$ cat config.mk
export PLATFORM = sky130hd
export DESIGN_NAME = multi_cycle_control_flat
export DESIGN_NICKNAME = d
export VERILOG_FILES = /design/src/rtl/multi_cycle_pkg.sv /design/src/rtl/multi_cycle_control_if.sv /design/src/rtl/instr_class_decode.sv /design/src/rtl/multi_cycle_control.sv /design/src/flat_wrapper.sv
export SDC_FILE = /design/constraint.sdc
export NUM_CORES = 1
export LEC_CHECK = 0
export CAP_MARGIN = 20
export CORE_MARGIN = 4
export CORE_UTILIZATION = 48
export CTS_BUF_LIST = sky130_fd_sc_hd__clkbuf_4 sky130_fd_sc_hd__clkbuf_8
export CTS_CLUSTER_SIZE = 28
export DETAILED_ROUTE_END_ITERATION = 7
export PLACE_DENSITY = 0.87
export SLEW_MARGIN = 20
export SYNTH_ARGS = -nofsm -noshare
export SYNTH_HDL_FRONTEND = slang
export SYNTH_SLANG_ARGS = --single-unit
$ cat constraint.sdc
create_clock -name clk -period 3.89 [get_ports clk]
set_input_delay 0.389 -clock clk [delete_from_list [all_inputs] [get_ports clk]]
set_output_delay 0.389 -clock clk [all_outputs]
set_load 0.05 [all_outputs]
$ cat src/rtl/multi_cycle_pkg.sv
// Shared encodings for the multi-cycle controller:
// states, opcodes, functs and datapath select codes.
package multi_cycle_pkg;

  typedef enum logic [2:0] {
    S_IF  = 3'd0,
    S_ID  = 3'd1,
    S_EX  = 3'd2,
    S_MEM = 3'd3,
    S_WB  = 3'd4,
    S_EXC = 3'd5
  } state_t;

  localparam logic [5:0] OP_R     = 6'd0;
  localparam logic [5:0] OP_J     = 6'd2;
  localparam logic [5:0] OP_JAL   = 6'd3;
  localparam logic [5:0] OP_BEQ   = 6'd4;
  localparam logic [5:0] OP_BNE   = 6'd5;
  localparam logic [5:0] OP_ADDI  = 6'd8;
  localparam logic [5:0] OP_ADDIU = 6'd9;
  localparam logic [5:0] OP_SLTI  = 6'd10;
  localparam logic [5:0] OP_SLTIU = 6'd11;
  localparam logic [5:0] OP_ANDI  = 6'd12;
  localparam logic [5:0] OP_LUI   = 6'd15;
  localparam logic [5:0] OP_LW    = 6'd35;
  localparam logic [5:0] OP_SW    = 6'd43;

  localparam logic [5:0] F_SLL  = 6'd0;
  localparam logic [5:0] F_SRL  = 6'd2;
  localparam logic [5:0] F_SRA  = 6'd3;
  localparam logic [5:0] F_JR   = 6'd8;
  localparam logic [5:0] F_JALR = 6'd9;

  localparam logic [1:0] PC_ALU  = 2'd0;
  localparam logic [1:0] PC_JUMP = 2'd1;
  localparam logic [1:0] PC_JR   = 2'd2;
  localparam logic [1:0] PC_OUT  = 2'd3;

  localparam logic [1:0] A_PC    = 2'd0;
  localparam logic [1:0] A_REG   = 2'd1;
  localparam logic [1:0] A_SHAMT = 2'd2;

  localparam logic [1:0] B_REG    = 2'd0;
  localparam logic [1:0] B_FOUR   = 2'd1;
  localparam logic [1:0] B_IMM    = 2'd2;
  localparam logic [1:0] B_IMM_SH = 2'd3;

  localparam logic [1:0] ALU_ADD   = 2'd0;
  localparam logic [1:0] ALU_SUB   = 2'd1;
  localparam logic [1:0] ALU_FUNCT = 2'd2;
  localparam logic [1:0] ALU_IMM   = 2'd3;

  localparam logic [1:0] DST_RT = 2'd0;
  localparam logic [1:0] DST_RD = 2'd1;
  localparam logic [1:0] DST_RA = 2'd2;

  localparam logic [1:0] M2R_ALU = 2'd0;
  localparam logic [1:0] M2R_MEM = 2'd1;
  localparam logic [1:0] M2R_PC  = 2'd2;

  localparam logic [1:0] CAUSE_NONE = 2'd0;
  localparam logic [1:0] CAUSE_ILL  = 2'd1;
  localparam logic [1:0] CAUSE_TMO  = 2'd2;

  typedef struct packed {
    logic r;
    logic shift;
    logic ialu;
    logic load;
    logic store;
    logic branch;
    logic jump;
    logic j;
    logic jal;
    logic jr;
    logic jalr;
    logic illegal;
  } iclass_t;

endpackage

$ cat src/rtl/multi_cycle_control_if.sv
// Controller <-> datapath bundle: instruction fields
// and memory status in, enables and selects out.
interface multi_cycle_control_if;
  logic [5:0] OpCode;
  logic [5:0] Funct;
  logic       Zero;
  logic       mem_ready;
  logic       PCWrite;
  logic       PCWriteCond;
  logic       IorD;
  logic       MemRead;
  logic       MemWrite;
  logic       IRWrite;
  logic       RegWrite;
  logic [1:0] PCSrc;
  logic [1:0] RegDst;
  logic [1:0] MemtoReg;
  logic [1:0] ALUSrcA;
  logic [1:0] ALUSrcB;
  logic [1:0] ALUOp;
  logic       ExtOp;
  logic       LuOp;
  logic       BranchNe;
  logic       exc;
  logic [1:0] exc_cause;
  logic [2:0] state_o;

  modport master (
    output OpCode, Funct, Zero, mem_ready,
    input  PCWrite, PCWriteCond, IorD, MemRead,
    input  MemWrite, IRWrite, RegWrite,
    input  PCSrc, RegDst, MemtoReg,
    input  ALUSrcA, ALUSrcB, ALUOp,
    input  ExtOp, LuOp, BranchNe,
    input  exc, exc_cause, state_o
  );

  modport slave (
    input  OpCode, Funct, Zero, mem_ready,
    output PCWrite, PCWriteCond, IorD, MemRead,
    output MemWrite, IRWrite, RegWrite,
    output PCSrc, RegDst, MemtoReg,
    output ALUSrcA, ALUSrcB, ALUOp,
    output ExtOp, LuOp, BranchNe,
    output exc, exc_cause, state_o
  );
endinterface

$ cat src/rtl/instr_class_decode.sv
// Combinational instruction-class decode from
// OpCode/Funct; bne legality follows EN_BNE.
module instr_class_decode
  import multi_cycle_pkg::*;
#(
  parameter bit EN_BNE = 1'b1
) (
  input  logic [5:0] opcode,
  input  logic [5:0] funct,
  output iclass_t    cls
);

  logic r_op;

  // Classify; jr/jalr are R-format but act as jumps.
  always_comb begin
    cls  = '0;
    r_op = (opcode == OP_R);
    cls.jr    = r_op && (funct == F_JR);
    cls.jalr  = r_op && (funct == F_JALR);
    cls.r     = r_op && !cls.jr && !cls.jalr;
    cls.shift = r_op && (funct == F_SLL ||
                funct == F_SRL || funct == F_SRA);
    cls.ialu  = opcode inside {OP_ADDI, OP_ADDIU,
                OP_SLTI, OP_SLTIU, OP_ANDI, OP_LUI};
    cls.load  = (opcode == OP_LW);
    cls.store = (opcode == OP_SW);
    cls.branch = (opcode == OP_BEQ) ||
                 (EN_BNE && opcode == OP_BNE);
    cls.j     = (opcode == OP_J);
    cls.jal   = (opcode == OP_JAL);
    cls.jump  = cls.j | cls.jal | cls.jr | cls.jalr;
    cls.illegal = !(r_op | cls.ialu | cls.load |
                    cls.store | cls.branch |
                    cls.j | cls.jal);
  end

endmodule

$ cat src/rtl/multi_cycle_control.sv
// Multi-cycle MIPS-style control FSM with memory
// wait timeout and illegal-opcode exceptions.
module multi_cycle_control
  import multi_cycle_pkg::*;
#(
  parameter int unsigned MAX_WAIT = 8,
  parameter bit          EN_BNE   = 1'b1
) (
  input logic                  clk,
  input logic                  reset,
  multi_cycle_control_if.slave bus
);

  localparam logic [7:0] WAIT_LAST = 8'(MAX_WAIT - 1);

  state_t     state;
  state_t     state_next;
  logic [7:0] wait_cnt;
  logic [1:0] cause;
  logic [1:0] cause_next;
  logic       timeout;
  iclass_t    cls;

  instr_class_decode #(.EN_BNE(EN_BNE)) u_dec (
    .opcode(bus.OpCode),
    .funct (bus.Funct),
    .cls   (cls)
  );

  // State, wait counter and held exception cause.
  always_ff @(posedge clk) begin
    if (reset) begin
      state    <= S_IF;
      wait_cnt <= '0;
      cause    <= CAUSE_NONE;
    end else begin
      state <= state_next;
      cause <= cause_next;
      if (state_next == state &&
          (state == S_IF || state == S_MEM))
        wait_cnt <= wait_cnt + 8'd1;
      else
        wait_cnt <= '0;
    end
  end

  // Next state and datapath controls.
  always_comb begin
    state_next      = state;
    cause_next      = cause;
    timeout         = !bus.mem_ready &&
                      (wait_cnt == WAIT_LAST);
    bus.PCWrite     = 1'b0;
    bus.PCWriteCond = 1'b0;
    bus.IorD        = 1'b0;
    bus.MemRead     = 1'b0;
    bus.MemWrite    = 1'b0;
    bus.IRWrite     = 1'b0;
    bus.RegWrite    = 1'b0;
    bus.PCSrc       = PC_ALU;
    bus.RegDst      = DST_RT;
    bus.MemtoReg    = M2R_ALU;
    bus.ALUSrcA     = A_PC;
    bus.ALUSrcB     = B_REG;
    bus.ALUOp       = ALU_ADD;
    bus.BranchNe    = 1'b0;
    bus.exc         = 1'b0;
    bus.ExtOp       = (bus.OpCode != OP_ANDI);
    bus.LuOp        = (bus.OpCode == OP_LUI);
    bus.exc_cause   = cause;
    bus.state_o     = state;

    unique case (state)
      S_IF: begin
        bus.MemRead = 1'b1;
        bus.ALUSrcB = B_FOUR;
        bus.IRWrite = bus.mem_ready;
        bus.PCWrite = bus.mem_ready;
        if (bus.mem_ready) begin
          state_next = S_ID;
        end else if (timeout) begin
          state_next = S_EXC;
          cause_next = CAUSE_TMO;
        end
      end
      S_ID: begin
        bus.ALUSrcB = B_IMM_SH;
        state_next  = S_EX;
        unique case (1'b1)
          cls.illegal: begin
            state_next = S_EXC;
            cause_next = CAUSE_ILL;
          end
          cls.j, cls.jal: begin
            bus.PCWrite = 1'b1;
            bus.PCSrc   = PC_JUMP;
            state_next  = S_IF;
            if (cls.jal) begin
              bus.RegWrite = 1'b1;
              bus.RegDst   = DST_RA;
              bus.MemtoReg = M2R_PC;
            end
          end
          cls.jr, cls.jalr: begin
            bus.PCWrite = 1'b1;
            bus.PCSrc   = PC_JR;
            state_next  = S_IF;
            if (cls.jalr) begin
              bus.RegWrite = 1'b1;
              bus.RegDst   = DST_RD;
              bus.MemtoReg = M2R_PC;
            end
          end
          default: ;
        endcase
      end
      S_EX: begin
        state_next = S_WB;
        unique case (1'b1)
          cls.branch: begin
            bus.ALUOp       = ALU_SUB;
            bus.PCWriteCond = 1'b1;
            bus.PCSrc       = PC_OUT;
            bus.BranchNe    = (bus.OpCode == OP_BNE);
            state_next      = S_IF;
          end
          cls.load, cls.store: begin
            bus.ALUSrcA = A_REG;
            bus.ALUSrcB = B_IMM;
            state_next  = S_MEM;
          end
          cls.ialu: begin
            bus.ALUSrcA = A_REG;
            bus.ALUSrcB = B_IMM;
            bus.ALUOp   = ALU_IMM;
          end
          cls.shift: begin
            bus.ALUSrcA = A_SHAMT;
            bus.ALUOp   = ALU_FUNCT;
          end
          cls.r && !cls.shift: begin
            bus.ALUSrcA = A_REG;
            bus.ALUOp   = ALU_FUNCT;
          end
          default: state_next = S_IF;
        endcase
      end
      S_MEM: begin
        bus.IorD     = 1'b1;
        bus.MemRead  = cls.load;
        bus.MemWrite = cls.store && !timeout;
        if (bus.mem_ready) begin
          state_next = cls.load ? S_WB : S_IF;
        end else if (timeout) begin
          state_next = S_EXC;
          cause_next = CAUSE_TMO;
        end
      end
      S_WB: begin
        bus.RegWrite = 1'b1;
        state_next   = S_IF;
        if (cls.load)
          bus.MemtoReg = M2R_MEM;
        else if (cls.r)
          bus.RegDst = DST_RD;
      end
      S_EXC: begin
        bus.exc     = 1'b1;
        bus.PCWrite = 1'b1;
        bus.PCSrc   = PC_OUT;
        state_next  = S_IF;
      end
      default: state_next = S_IF;
    endcase

    if (reset) begin
      bus.PCWrite     = 1'b0;
      bus.PCWriteCond = 1'b0;
      bus.IorD        = 1'b0;
      bus.MemRead     = 1'b0;
      bus.MemWrite    = 1'b0;
      bus.IRWrite     = 1'b0;
      bus.RegWrite    = 1'b0;
      bus.exc         = 1'b0;
    end
  end

endmodule

$ cat src/flat_wrapper.sv
// flat-port wrapper written by rule: the top's interface ports become plain ports
module multi_cycle_control_flat import multi_cycle_pkg::*;
#(
  parameter int unsigned MAX_WAIT = 8,
  parameter bit          EN_BNE   = 1'b1
)
  (clk, reset, bus_OpCode, bus_Funct, bus_Zero, bus_mem_ready, bus_PCWrite, bus_PCWriteCond, bus_IorD, bus_MemRead, bus_MemWrite, bus_IRWrite, bus_RegWrite, bus_PCSrc, bus_RegDst, bus_MemtoReg, bus_ALUSrcA, bus_ALUSrcB, bus_ALUOp, bus_ExtOp, bus_LuOp, bus_BranchNe, bus_exc, bus_exc_cause, bus_state_o);
  multi_cycle_control_if bus_i ();
  input logic clk;
  input logic reset;
  input wire logic [$bits(bus_i.OpCode)-1:0] bus_OpCode;
  input wire logic [$bits(bus_i.Funct)-1:0] bus_Funct;
  input wire logic [$bits(bus_i.Zero)-1:0] bus_Zero;
  input wire logic [$bits(bus_i.mem_ready)-1:0] bus_mem_ready;
  output wire logic [$bits(bus_i.PCWrite)-1:0] bus_PCWrite;
  output wire logic [$bits(bus_i.PCWriteCond)-1:0] bus_PCWriteCond;
  output wire logic [$bits(bus_i.IorD)-1:0] bus_IorD;
  output wire logic [$bits(bus_i.MemRead)-1:0] bus_MemRead;
  output wire logic [$bits(bus_i.MemWrite)-1:0] bus_MemWrite;
  output wire logic [$bits(bus_i.IRWrite)-1:0] bus_IRWrite;
  output wire logic [$bits(bus_i.RegWrite)-1:0] bus_RegWrite;
  output wire logic [$bits(bus_i.PCSrc)-1:0] bus_PCSrc;
  output wire logic [$bits(bus_i.RegDst)-1:0] bus_RegDst;
  output wire logic [$bits(bus_i.MemtoReg)-1:0] bus_MemtoReg;
  output wire logic [$bits(bus_i.ALUSrcA)-1:0] bus_ALUSrcA;
  output wire logic [$bits(bus_i.ALUSrcB)-1:0] bus_ALUSrcB;
  output wire logic [$bits(bus_i.ALUOp)-1:0] bus_ALUOp;
  output wire logic [$bits(bus_i.ExtOp)-1:0] bus_ExtOp;
  output wire logic [$bits(bus_i.LuOp)-1:0] bus_LuOp;
  output wire logic [$bits(bus_i.BranchNe)-1:0] bus_BranchNe;
  output wire logic [$bits(bus_i.exc)-1:0] bus_exc;
  output wire logic [$bits(bus_i.exc_cause)-1:0] bus_exc_cause;
  output wire logic [$bits(bus_i.state_o)-1:0] bus_state_o;
  assign bus_i.OpCode = bus_OpCode;
  assign bus_i.Funct = bus_Funct;
  assign bus_i.Zero = bus_Zero;
  assign bus_i.mem_ready = bus_mem_ready;
  assign bus_PCWrite = bus_i.PCWrite;
  assign bus_PCWriteCond = bus_i.PCWriteCond;
  assign bus_IorD = bus_i.IorD;
  assign bus_MemRead = bus_i.MemRead;
  assign bus_MemWrite = bus_i.MemWrite;
  assign bus_IRWrite = bus_i.IRWrite;
  assign bus_RegWrite = bus_i.RegWrite;
  assign bus_PCSrc = bus_i.PCSrc;
  assign bus_RegDst = bus_i.RegDst;
  assign bus_MemtoReg = bus_i.MemtoReg;
  assign bus_ALUSrcA = bus_i.ALUSrcA;
  assign bus_ALUSrcB = bus_i.ALUSrcB;
  assign bus_ALUOp = bus_i.ALUOp;
  assign bus_ExtOp = bus_i.ExtOp;
  assign bus_LuOp = bus_i.LuOp;
  assign bus_BranchNe = bus_i.BranchNe;
  assign bus_exc = bus_i.exc;
  assign bus_exc_cause = bus_i.exc_cause;
  assign bus_state_o = bus_i.state_o;
  multi_cycle_control #(.MAX_WAIT(MAX_WAIT), .EN_BNE(EN_BNE)) u_core (.clk(clk), .reset(reset), .bus(bus_i));
endmodule
==> qor.txt, run 1 <==
die width -> 56.2 µm
first-pass iteration count of the detailed router -> 4
post-synth top area share -> 23.3%
flops & latches, synth -> 13
WHS Path Cells -> 1
Worst Setup Start Kind -> input pin
register area -> 260 µm²
Hold Vio Cnt, Final -> 0
Initial Utilization -> 50.5%
Resized cells post-CTS -> 0
Area Growth Syn to Fin -> 38.8%
antenna cell count -> 0
Distinct cells, synth -> 47
CP cell instances -> clkdlybuf4s50_1 > nor2_2 > and3_2 > and2_4 > nor3_2 > a2111oi_2 > clkdlybuf4s50_1
Slew headroom -> 65.1%
Slew Limit Fails -> 0
Pwr Density -> 251 nW/µm²
grt total ovfl -> 0
leading area contributor after synthesis -> dfxtp_1
final RePlAce weighted congestion -> 0.901
num rows -> 17
first-pass GRT wire length -> 5150 µm
1st-iter DRT viols -> 52
IO Pins -> 44
sequential element share of the synthesized area -> 23.3%
fin cells -> 215
initial antenna violation count -> 0
Post-DP HPWL -> 2470 µm
most frequent cells in the layout -> clkdlybuf4s50_1 (42), nor2_1 (29), dfxtp_1 (13)
vias in the first global route -> 1142
worst-case reg-to-reg path depth -> 5
Setup CP Type -> input pin to output pin
Hold Path Class -> flip-flop to flip-flop
Mapped Nets -> 165
status -> complete, no violations
Max-cap violations -> 0
setup violators final -> 0
RSZ-0062 raised after global routing -> no
count of mapped cells out of synthesis -> 148
Period Utilization, post-route -> 87.0%
Worst R2R Start -> u_core.bus.state_o[1]$_SDFF_PP0_
clk sink count -> 13
Area contributors post-synth -> dfxtp_1 (23%), nor2_1 (9.8%), xor2_1 (3.9%), nand2_1 (3.7%), nand3_1 (3.1%)
setup bufs post-CTS -> 0
CTS H-tree depth -> 1
hold buffer count at cts -> 0
Die Y-Extent -> 56.2 µm
Worst Skew -> 0.00565 ns
Post-Place Setup Slack -> 0.504 ns
Inst Count DP -> 211
wire length per cell -> 14.7 µm
Worst VDD drop -> 263 µV
Max stage delay cell, worst path -> clkdlybuf4s50_1
Worst-Margin Slew -> 0.521 ns
most used cell, CP -> clkdlybuf4s50_1
Critical Path Sink Type -> output pin
Port-buffer cells -> 42
share of layout cells above drive strength 1 -> 10.2%
Max Fanout on Critical Path -> 9
commonest non-fill, non-tap cell in the layout -> clkdlybuf4s50_1
hold path endpoint -> u_core.wait_cnt[0]$_SDFF_PP0_
drt via density -> 5.86
final core utilization -> 70.0%
synthesis warning total -> 0
Final TNS setup -> 0 ns
die area -> 3160 µm²
Hold Startpoint -> u_core.wait_cnt[0]$_SDFF_PP0_
Fill cells -> 178
Avg Cell Area, Syn -> 7.54 µm²
Synth Flop Type -> dfxtp_1
clk_lat worst skew -> 0.27 ns
Core Area -> 2210 µm²
r2r setup slk -> 2.15 ns
Tmin final -> 3.38 ns
max incr delay on CP -> 0.87 ns
Synth async-reset ratio -> 0%
Post-synth EDFFs -> 0
Hold WS -> 0.466 ns
Reg clk slew, reported paths -> 0.07 ns
fmax -> 295 MHz
Lkg Pwr -> 0.554 nW
Net count, final -> 205
largest net degree at the start of global routing -> 14
reg2reg end -> u_core.wait_cnt[3]$_SDFF_PP0_
number of remaining DRC errors -> 0
ANT nets after route -> 0
GR Util All Layers -> 19.9%
Worst EP arrival -> 3.00 ns
drt total wl -> 3170 µm
CTS tree -> done
CTS root buf -> clkbuf_4
clock buffer depth -> 2
routed via count -> 1260
Setup WS post-layout -> 0.505 ns
Worst EP required -> 3.50 ns
Syn Std Cell Area -> 1120 µm²
Num CTS Buffers -> 3
Multi-input gate area -> 781 µm²
## per-layer routing
metal  global-route usage (%)  share of wire (%)  vias up
li1                         -                  -      608
met1                     25.7                 42      585
met2                     32.7                 48       61
met3                     5.57                8.2        6
met4                     4.41                1.1        0
met5                        0                  0        -
## through the flow
| stage | instance area (µm²) | total power, mW |
|---|---|---|
| finish | 1550 | 0.390 |
| global route | 1550 | 0.410 |
| CTS | 1550 | 0.392 |
| detailed placement | 1520 | 0.303 |
| global placement | 1520 | 0.300 |
| floorplan | 1120 | 0.254 |
## worst max-delay path, delay by kind of cell
kind	cells	cell delay [ns]
AOI/OAI and AO/OA	1	0.38
buffers and inverters	2	1.36
and+or+nand+nor	4	0.86
## how the worst max path moves through the flow
| stage | slack (ns) | end | startpoint | cells after the start |
|---|---|---|---|---|
| 2_1_floorplan | 1.09 | bus_MemWrite | u_core.bus.state_o[0]$_SDFF_PP0_ | 5 |
| 5_1_grt | 0.39 | bus_PCWrite | bus_Funct[5] | 7 |
| 3_3_place_gp | 0.56 | bus_PCWrite | bus_Funct[5] | 7 |
| 4_1_cts | 0.50 | bus_PCWrite | bus_Funct[5] | 7 |
| 6_report | 0.51 | bus_PCWrite | bus_OpCode[4] | 7 |
| 3_5_place_dp | 0.50 | bus_PCWrite | bus_Funct[5] | 7 |
## state kept, by name, indices dropped and copies added, names as in the netlist
register / count
u_core.bus.exc_cause: 2
u_core.bus.state_o: 3
u_core.wait_cnt: 8
## synth_stat cells, drive strengths merged (4+ instances only)
cell and count:
nand3 7, dfxtp 13, and3 6, nor2 30, nand2 11, inv 6
a21oi 4, xor2 5, or3 5, buf 7, nor3 8, o21ai 7
## power breakdown
group	leakage, nW	internal [mW]	switching, mW
Combinational	0.430	0.0586	0.0950
Clock	0.0184	0.0467	0.0419
Sequential	0.105	0.138	0.00924
## cell families after synthesis
logic type | synth area share [%]
and+or+nand+nor | 41.9
AOI/OAI and AO/OA | 21.4
buffers and inverters | 6.73
DFF | 23.3
xor gates and xnor gates | 5.49
adders and majority gates | 1.12
## cell type report
class                   count  area share [%]
clock buffers               4            1.94
inverters                   6            1.45
multi-input cells         122            50.4
flip-flops and latches     13            16.8
well taps                  28            2.26
repair buffers             42            27.1
Note: power is estimated with default switching activity, not from simulation.
==> run 2: changes to the inputs <==
--- a/config.mk
+++ b/config.mk
@@ -11,6 +11,7 @@
 export CTS_BUF_LIST = sky130_fd_sc_hd__clkbuf_4 sky130_fd_sc_hd__clkbuf_8
 export CTS_CLUSTER_SIZE = 28
 export DETAILED_ROUTE_END_ITERATION = 7
+export MAX_ROUTING_LAYER = met4
 export PLACE_DENSITY = 0.87
 export SLEW_MARGIN = 20
 export SYNTH_ARGS = -nofsm -noshare
==> qor.txt, run 2 (synthesis gave the netlist of run 1 again) <==
status -> complete, no violations
Initial Utilization -> 50.5% (unchanged)
CP Depth -> 7 (unchanged)
crit path from -> bus_Funct[5]
Setup crit end -> bus_PCWrite
Biggest register -> u_core.wait_cnt
wire length per cell -> 14.5 µm (-1.3%)
Slew Limit Fails -> 0 (unchanged)
Max-cap violations -> 0 (unchanged)
first-pass iteration count of the detailed router -> 4 (unchanged)
Post-DP HPWL -> 2470 µm (unchanged)
RSZ-0062 raised after global routing -> no
Setup CP Type -> input pin to output pin
Total Power -> 0.389 mW (about the same)
switch share -> 37.5% (about the same)
Inst Count DP -> 211 (unchanged)
clock network power share -> 22.8% (about the same)
reg2reg end -> u_core.wait_cnt[3]$_SDFF_PP0_
vias in the first global route -> 1141 (-0.088%)
die area -> 3160 µm² (unchanged)
drt via density -> 5.83 (-0.48%)
most used cell, CP -> clkdlybuf4s50_1
clk_lat worst skew -> 0.27 ns (about the same)
CTS H-tree depth -> 1 (unchanged)
Pwr Density -> 251 nW/µm² (about the same)
Worst VDD drop -> 263 µV (+0.12%)
drt total wl -> 3120 µm (-1.3%)
CTS tree -> done
IO Pins -> 44 (unchanged)
clock buffer depth -> 2 (unchanged)
Worst EP arrival -> 2.99 ns (about the same)
num rows -> 17 (unchanged)
Critical Path Sink Type -> output pin
Hold Vio Cnt, Final -> 0 (unchanged)
Design Area, Final -> 1550 µm² (unchanged)
Reg clk slew, reported paths -> 0.07 ns (about the same)
Die Y-Extent -> 56.2 µm (unchanged)
Hold Path Class -> flip-flop to flip-flop
setup bufs post-CTS -> 0 (unchanged)
Worst Setup Start Kind -> input pin
fin cells -> 215 (unchanged)
setup violators final -> 0 (unchanged)
Max Fanout on Critical Path -> 6 (-3)
CP cell instances -> clkdlybuf4s50_1 > or3_4 > nor3b_4 > and2_4 > nor3_2 > a2111oi_2 > clkdlybuf4s50_1
clk sink count -> 13 (unchanged)
initial antenna violation count -> 0 (unchanged)
r2r setup slk -> 2.15 ns (about the same)
delay-heaviest family, CP -> buffers and inverters
Largest register FFs -> 8 (unchanged)
Worst Skew -> 0.00574 ns (+0.0000927 ns)
grt total ovfl -> 0 (unchanged)
commonest non-fill, non-tap cell in the layout -> clkdlybuf4s50_1
Fill cells -> 178 (unchanged)
Lkg Pwr -> 0.554 nW (unchanged)
placed cell area -> 1520 µm² (unchanged)
Max stage delay cell, worst path -> clkdlybuf4s50_1
most frequent cells in the layout -> clkdlybuf4s50_1 (42), nor2_1 (29), dfxtp_1 (13)
fmax -> 296 MHz (+0.13%)
CTS root buf -> clkbuf_4
number of remaining DRC errors -> 0 (unchanged)
hold buffer count at cts -> 0 (unchanged)
Worst EP required -> 3.50 ns (about the same)
Port-buffer cells -> 42 (unchanged)
antenna cell count -> 0 (unchanged)
1st-iter DRT viols -> 53 (+1.9%)
crit path buf inv count -> 2 (unchanged)
Worst R2R Start -> u_core.bus.state_o[1]$_SDFF_PP0_
Num CTS Buffers -> 3 (unchanged)
die width -> 56.2 µm (unchanged)
Tmin final -> 3.38 ns (-0.00455 ns)
Core Area -> 2210 µm² (unchanged)
Net count, final -> 205 (unchanged)
net switching power -> 0.146 mW (about the same)
Period Utilization, post-route -> 86.9% (-0.12 points)
Slew headroom -> 65.2% (+0.067 points)
first-pass GRT wire length -> 5150 µm (unchanged)
ANT nets after route -> 0 (unchanged)
routed via count -> 1254 (-0.48%)
sequential share of power -> 37.8% (about the same)
Final TNS setup -> 0 ns (unchanged)
worst-case reg-to-reg path depth -> 5 (unchanged)
largest net degree at the start of global routing -> 14 (unchanged)
Resized cells post-CTS -> 0 (unchanged)
final RePlAce weighted congestion -> 0.917 (+1.7%)
Worst-Margin Slew -> 0.520 ns (-0.00101 ns)
internal power -> 0.243 mW (about the same)
Area Growth Syn to Fin -> 38.8% (unchanged)
GR Util All Layers -> 20.5% (+0.59 points)
share of layout cells above drive strength 1 -> 10.2% (unchanged)
max incr delay on CP -> 0.87 ns (about the same)
Hold WS -> 0.465 ns (-0.000928 ns)
Comb pwr share -> 39.4% (about the same)
## run 2: layout make-up
type                            count  area (µm²)  area share (%)
Inverter                            6        22.5            1.45
Tap cell                           28        35.0            2.26
Sequential cell                    13         260            16.8
Clock buffer                        4        30.0            1.94
Timing Repair Buffer               42         420            27.1
Multi-Input combinational cell    122         781            50.4
## run 2: how the worst min path moves through the flow
stage	depth (start not counted)	start	slack (ns)	end
2_1_floorplan	1	u_core.wait_cnt[0]$_SDFF_PP0_	0.41	u_core.wait_cnt[0]$_SDFF_PP0_
3_3_place_gp	1	u_core.wait_cnt[0]$_SDFF_PP0_	0.43	u_core.wait_cnt[0]$_SDFF_PP0_
3_5_place_dp	1	u_core.wait_cnt[0]$_SDFF_PP0_	0.45	u_core.wait_cnt[0]$_SDFF_PP0_
4_1_cts	1	u_core.wait_cnt[0]$_SDFF_PP0_	0.47	u_core.wait_cnt[0]$_SDFF_PP0_
5_1_grt	1	u_core.wait_cnt[0]$_SDFF_PP0_	0.48	u_core.wait_cnt[0]$_SDFF_PP0_
6_report	1	u_core.wait_cnt[0]$_SDFF_PP0_	0.46	u_core.wait_cnt[0]$_SDFF_PP0_
## run 2: power groups by stage
stage	Clock (mW)	Combinational [mW]	Sequential (mW)
floorplan	0	0.0965	0.158
global placement	0	0.150	0.150
detailed placement	0	0.152	0.150
CTS	0.0919	0.153	0.147
global route	0.0987	0.163	0.148
finish	0.0888	0.153	0.147
## run 2: stage by stage
stage                     setup WS, ns  util (%)
after floorplan                   1.09         -
after global placement           0.558      68.7
after detailed placement         0.504      68.7
after CTS                        0.496      70.0
after global routing             0.387      70.0
final                            0.510      70.0
## run 2: per-layer routing
metal / GRT usage, % / vias to the layer above / share of wire [%]
met3: 5.34 / 8 / 7.9
met5: - / - / 0
met2: 32.7 / 58 / 48
met1: 25.9 / 582 / 42
li1: - / 606 / -
met4: 4.41 / 0 / 1.4
==> run 3: changes to the inputs <==
--- a/config.mk
+++ b/config.mk
@@ -6,13 +6,16 @@
 export NUM_CORES = 1
 export LEC_CHECK = 0
 export CAP_MARGIN = 20
+export CELL_PAD_IN_SITES_DETAIL_PLACEMENT = 2
+export CELL_PAD_IN_SITES_GLOBAL_PLACEMENT = 2
+export CORE_ASPECT_RATIO = 1.75
 export CORE_MARGIN = 4
-export CORE_UTILIZATION = 48
+export CORE_UTILIZATION = 26
 export CTS_BUF_LIST = sky130_fd_sc_hd__clkbuf_4 sky130_fd_sc_hd__clkbuf_8
 export CTS_CLUSTER_SIZE = 28
 export DETAILED_ROUTE_END_ITERATION = 7
 export MAX_ROUTING_LAYER = met4
-export PLACE_DENSITY = 0.87
+export PLACE_DENSITY_LB_ADDON = 0.1
 export SLEW_MARGIN = 20
 export SYNTH_ARGS = -nofsm -noshare
 export SYNTH_HDL_FRONTEND = slang
==> qor.txt, run 3 (synthesis gave the netlist of run 1 again) <==
status -> complete, no violations
die width -> 57.5 µm (+2.3%)
Post-DP HPWL -> 3520 µm (+43%)
Reg clk slew, reported paths -> 0.05 ns (-0.02 ns)
CTS tree -> done
first-pass iteration count of the detailed router -> 4 (unchanged)
largest net degree at the start of global routing -> 14 (unchanged)
Biggest register -> u_core.wait_cnt
Inst Count DP -> 233 (+10%)
routed via count -> 1271 (+1.4%)
Final TNS setup -> 0 ns (unchanged)
crit path from -> bus_Funct[5]
final core utilization -> 38.6% (-31 points)
IO Pins -> 44 (unchanged)
wire length per cell -> 18.0 µm (+24%)
r2r setup slk -> 2.05 ns (-0.10 ns)
fin cells -> 237 (+10%)
Hold Path Class -> flip-flop to flip-flop
clk_lat worst skew -> 0.25 ns (-0.02 ns)
Design Area, Final -> 1600 µm² (+3.4%)
Fill cells -> 495 (+180%)
initial antenna violation count -> 0 (unchanged)
CTS H-tree depth -> 1 (unchanged)
setup violators final -> 0 (unchanged)
Setup CP Type -> input pin to output pin
CTS root buf -> clkbuf_8
Period Utilization, post-route -> 87.4% (+0.46 points)
clk sink count -> 13 (unchanged)
number of remaining DRC errors -> 0 (unchanged)
drt via density -> 5.36 (-8.1%)
Worst R2R Start -> u_core.bus.state_o[1]$_SDFF_PP0_
ANT nets after route -> 0 (unchanged)
Worst EP arrival -> 3.01 ns (+0.02 ns)
1st-iter DRT viols -> 45 (-15%)
Resized cells post-CTS -> 0 (unchanged)
final RePlAce weighted congestion -> 0.784 (-14%)
share of layout cells above drive strength 1 -> 10.6% (+0.48 points)
RSZ-0062 raised after global routing -> no
commonest non-fill, non-tap cell in the layout -> clkdlybuf4s50_1
hold buffer count at cts -> 0 (unchanged)
Net count, final -> 206 (+0.49%)
Slew Limit Fails -> 0 (unchanged)
most frequent cells in the layout -> clkdlybuf4s50_1 (42), nor2_1 (29), dfxtp_1 (13)
Worst Skew -> 0.00412 ns (-0.00162 ns)
Core Area -> 4150 µm² (+88%)
Tmin final -> 3.40 ns (+0.0181 ns)
Post-Place Setup Slack -> 0.470 ns (-0.0346 ns)
Hold Vio Cnt, Final -> 0 (unchanged)
Lkg Pwr -> 0.567 nW (+2.3%)
Critical Path Sink Type -> output pin
fmax -> 294 MHz (-0.53%)
Num CTS Buffers -> 3 (unchanged)
Setup crit end -> bus_PCWrite
reg2reg end -> u_core.wait_cnt[3]$_SDFF_PP0_
drt total wl -> 4270 µm (+37%)
Setup WS post-layout -> 0.492 ns (-0.0181 ns)
clock buffer depth -> 2 (unchanged)
Largest register FFs -> 8 (unchanged)
vias in the first global route -> 1435 (+26%)
Area Growth Syn to Fin -> 43.5%
Worst EP required -> 3.50 ns (about the same)
Max Fanout on Critical Path -> 6 (unchanged)
die area -> 5450 µm² (+72%)
GR Util All Layers -> 17.2% (-3.3 points)
Initial Utilization -> 26.9% (-24 points)
WHS Path Cells -> 1 (unchanged)
setup bufs post-CTS -> 0 (unchanged)
Slew headroom -> 65.1% (-0.069 points)
grt total ovfl -> 0 (unchanged)
placed cell area -> 1550 µm² (+2.2%)
num rows -> 31 (+14)
Port-buffer cells -> 42 (unchanged)
Worst-Margin Slew -> 0.521 ns (+0.00103 ns)
Pwr Density -> 271 nW/µm² (+7.8%)
worst-case reg-to-reg path depth -> 5 (unchanged)
Worst VDD drop -> 274 µV (+4.1%)
Worst Setup Start Kind -> input pin
Max-cap violations -> 0 (unchanged)
antenna cell count -> 0 (unchanged)
first-pass GRT wire length -> 7080 µm (+37%)
Die Y-Extent -> 94.7 µm (+68%)
==> run 3: worst max-delay path, stage by stage <==
cell and delay (ns):
clkdlybuf4s50_1 0.40, or3_4 0.41, nor3b_4 0.31, and2_4 0.22, nor3_2 0.05, a2111oi_2 0.37
clkdlybuf4s50_1 0.87
==> run 3: through the flow <==
stage                     hold WS, ns  power (mW)
after floorplan                 0.413       0.254
after global placement          0.430       0.306
after CTS                       0.442       0.443
after global routing            0.463       0.460
after detailed placement        0.437       0.310
final                           0.440       0.434
==> run 3: layout make-up <==
cell class / count / area (µm²) / area share, %
repair buffers: 43 / 428 / 26.7
well taps: 49 / 61.3 / 3.83
multi-input cells: 122 / 781 / 48.7
flip-flops and latches: 13 / 260 / 16.2
clock buffers: 4 / 48.8 / 3.05
inverters: 6 / 22.5 / 1.41
==> run 3: worst min-delay path by stage <==
stage	slack [ns]	startpoint	end
6_report	0.44	u_core.wait_cnt[0]$_SDFF_PP0_	u_core.wait_cnt[0]$_SDFF_PP0_
5_1_grt	0.46	u_core.wait_cnt[0]$_SDFF_PP0_	u_core.wait_cnt[0]$_SDFF_PP0_
4_1_cts	0.44	u_core.wait_cnt[0]$_SDFF_PP0_	u_core.wait_cnt[0]$_SDFF_PP0_
3_5_place_dp	0.44	u_core.wait_cnt[0]$_SDFF_PP0_	u_core.wait_cnt[0]$_SDFF_PP0_
3_3_place_gp	0.43	u_core.wait_cnt[0]$_SDFF_PP0_	u_core.wait_cnt[0]$_SDFF_PP0_
2_1_floorplan	0.41	u_core.wait_cnt[0]$_SDFF_PP0_	u_core.wait_cnt[0]$_SDFF_PP0_
==> run 3: where the power goes <==
part	internal, mW	total, mW	switching, mW
clock network	0.0794	0.128	0.0489
registers	0.138	0.148	0.00952
logic	0.0593	0.158	0.0984
==> run 3: layer usage <==
layer	GRT usage, %	vias up	wire length, µm	share of wire [%]
li1	-	608	-	-
met1	14.8	618	1430	34
met2	35.0	32	2550	60
met3	1.50	13	120	2.8
met4	8.70	0	161	3.8
met5	-	-	0	0
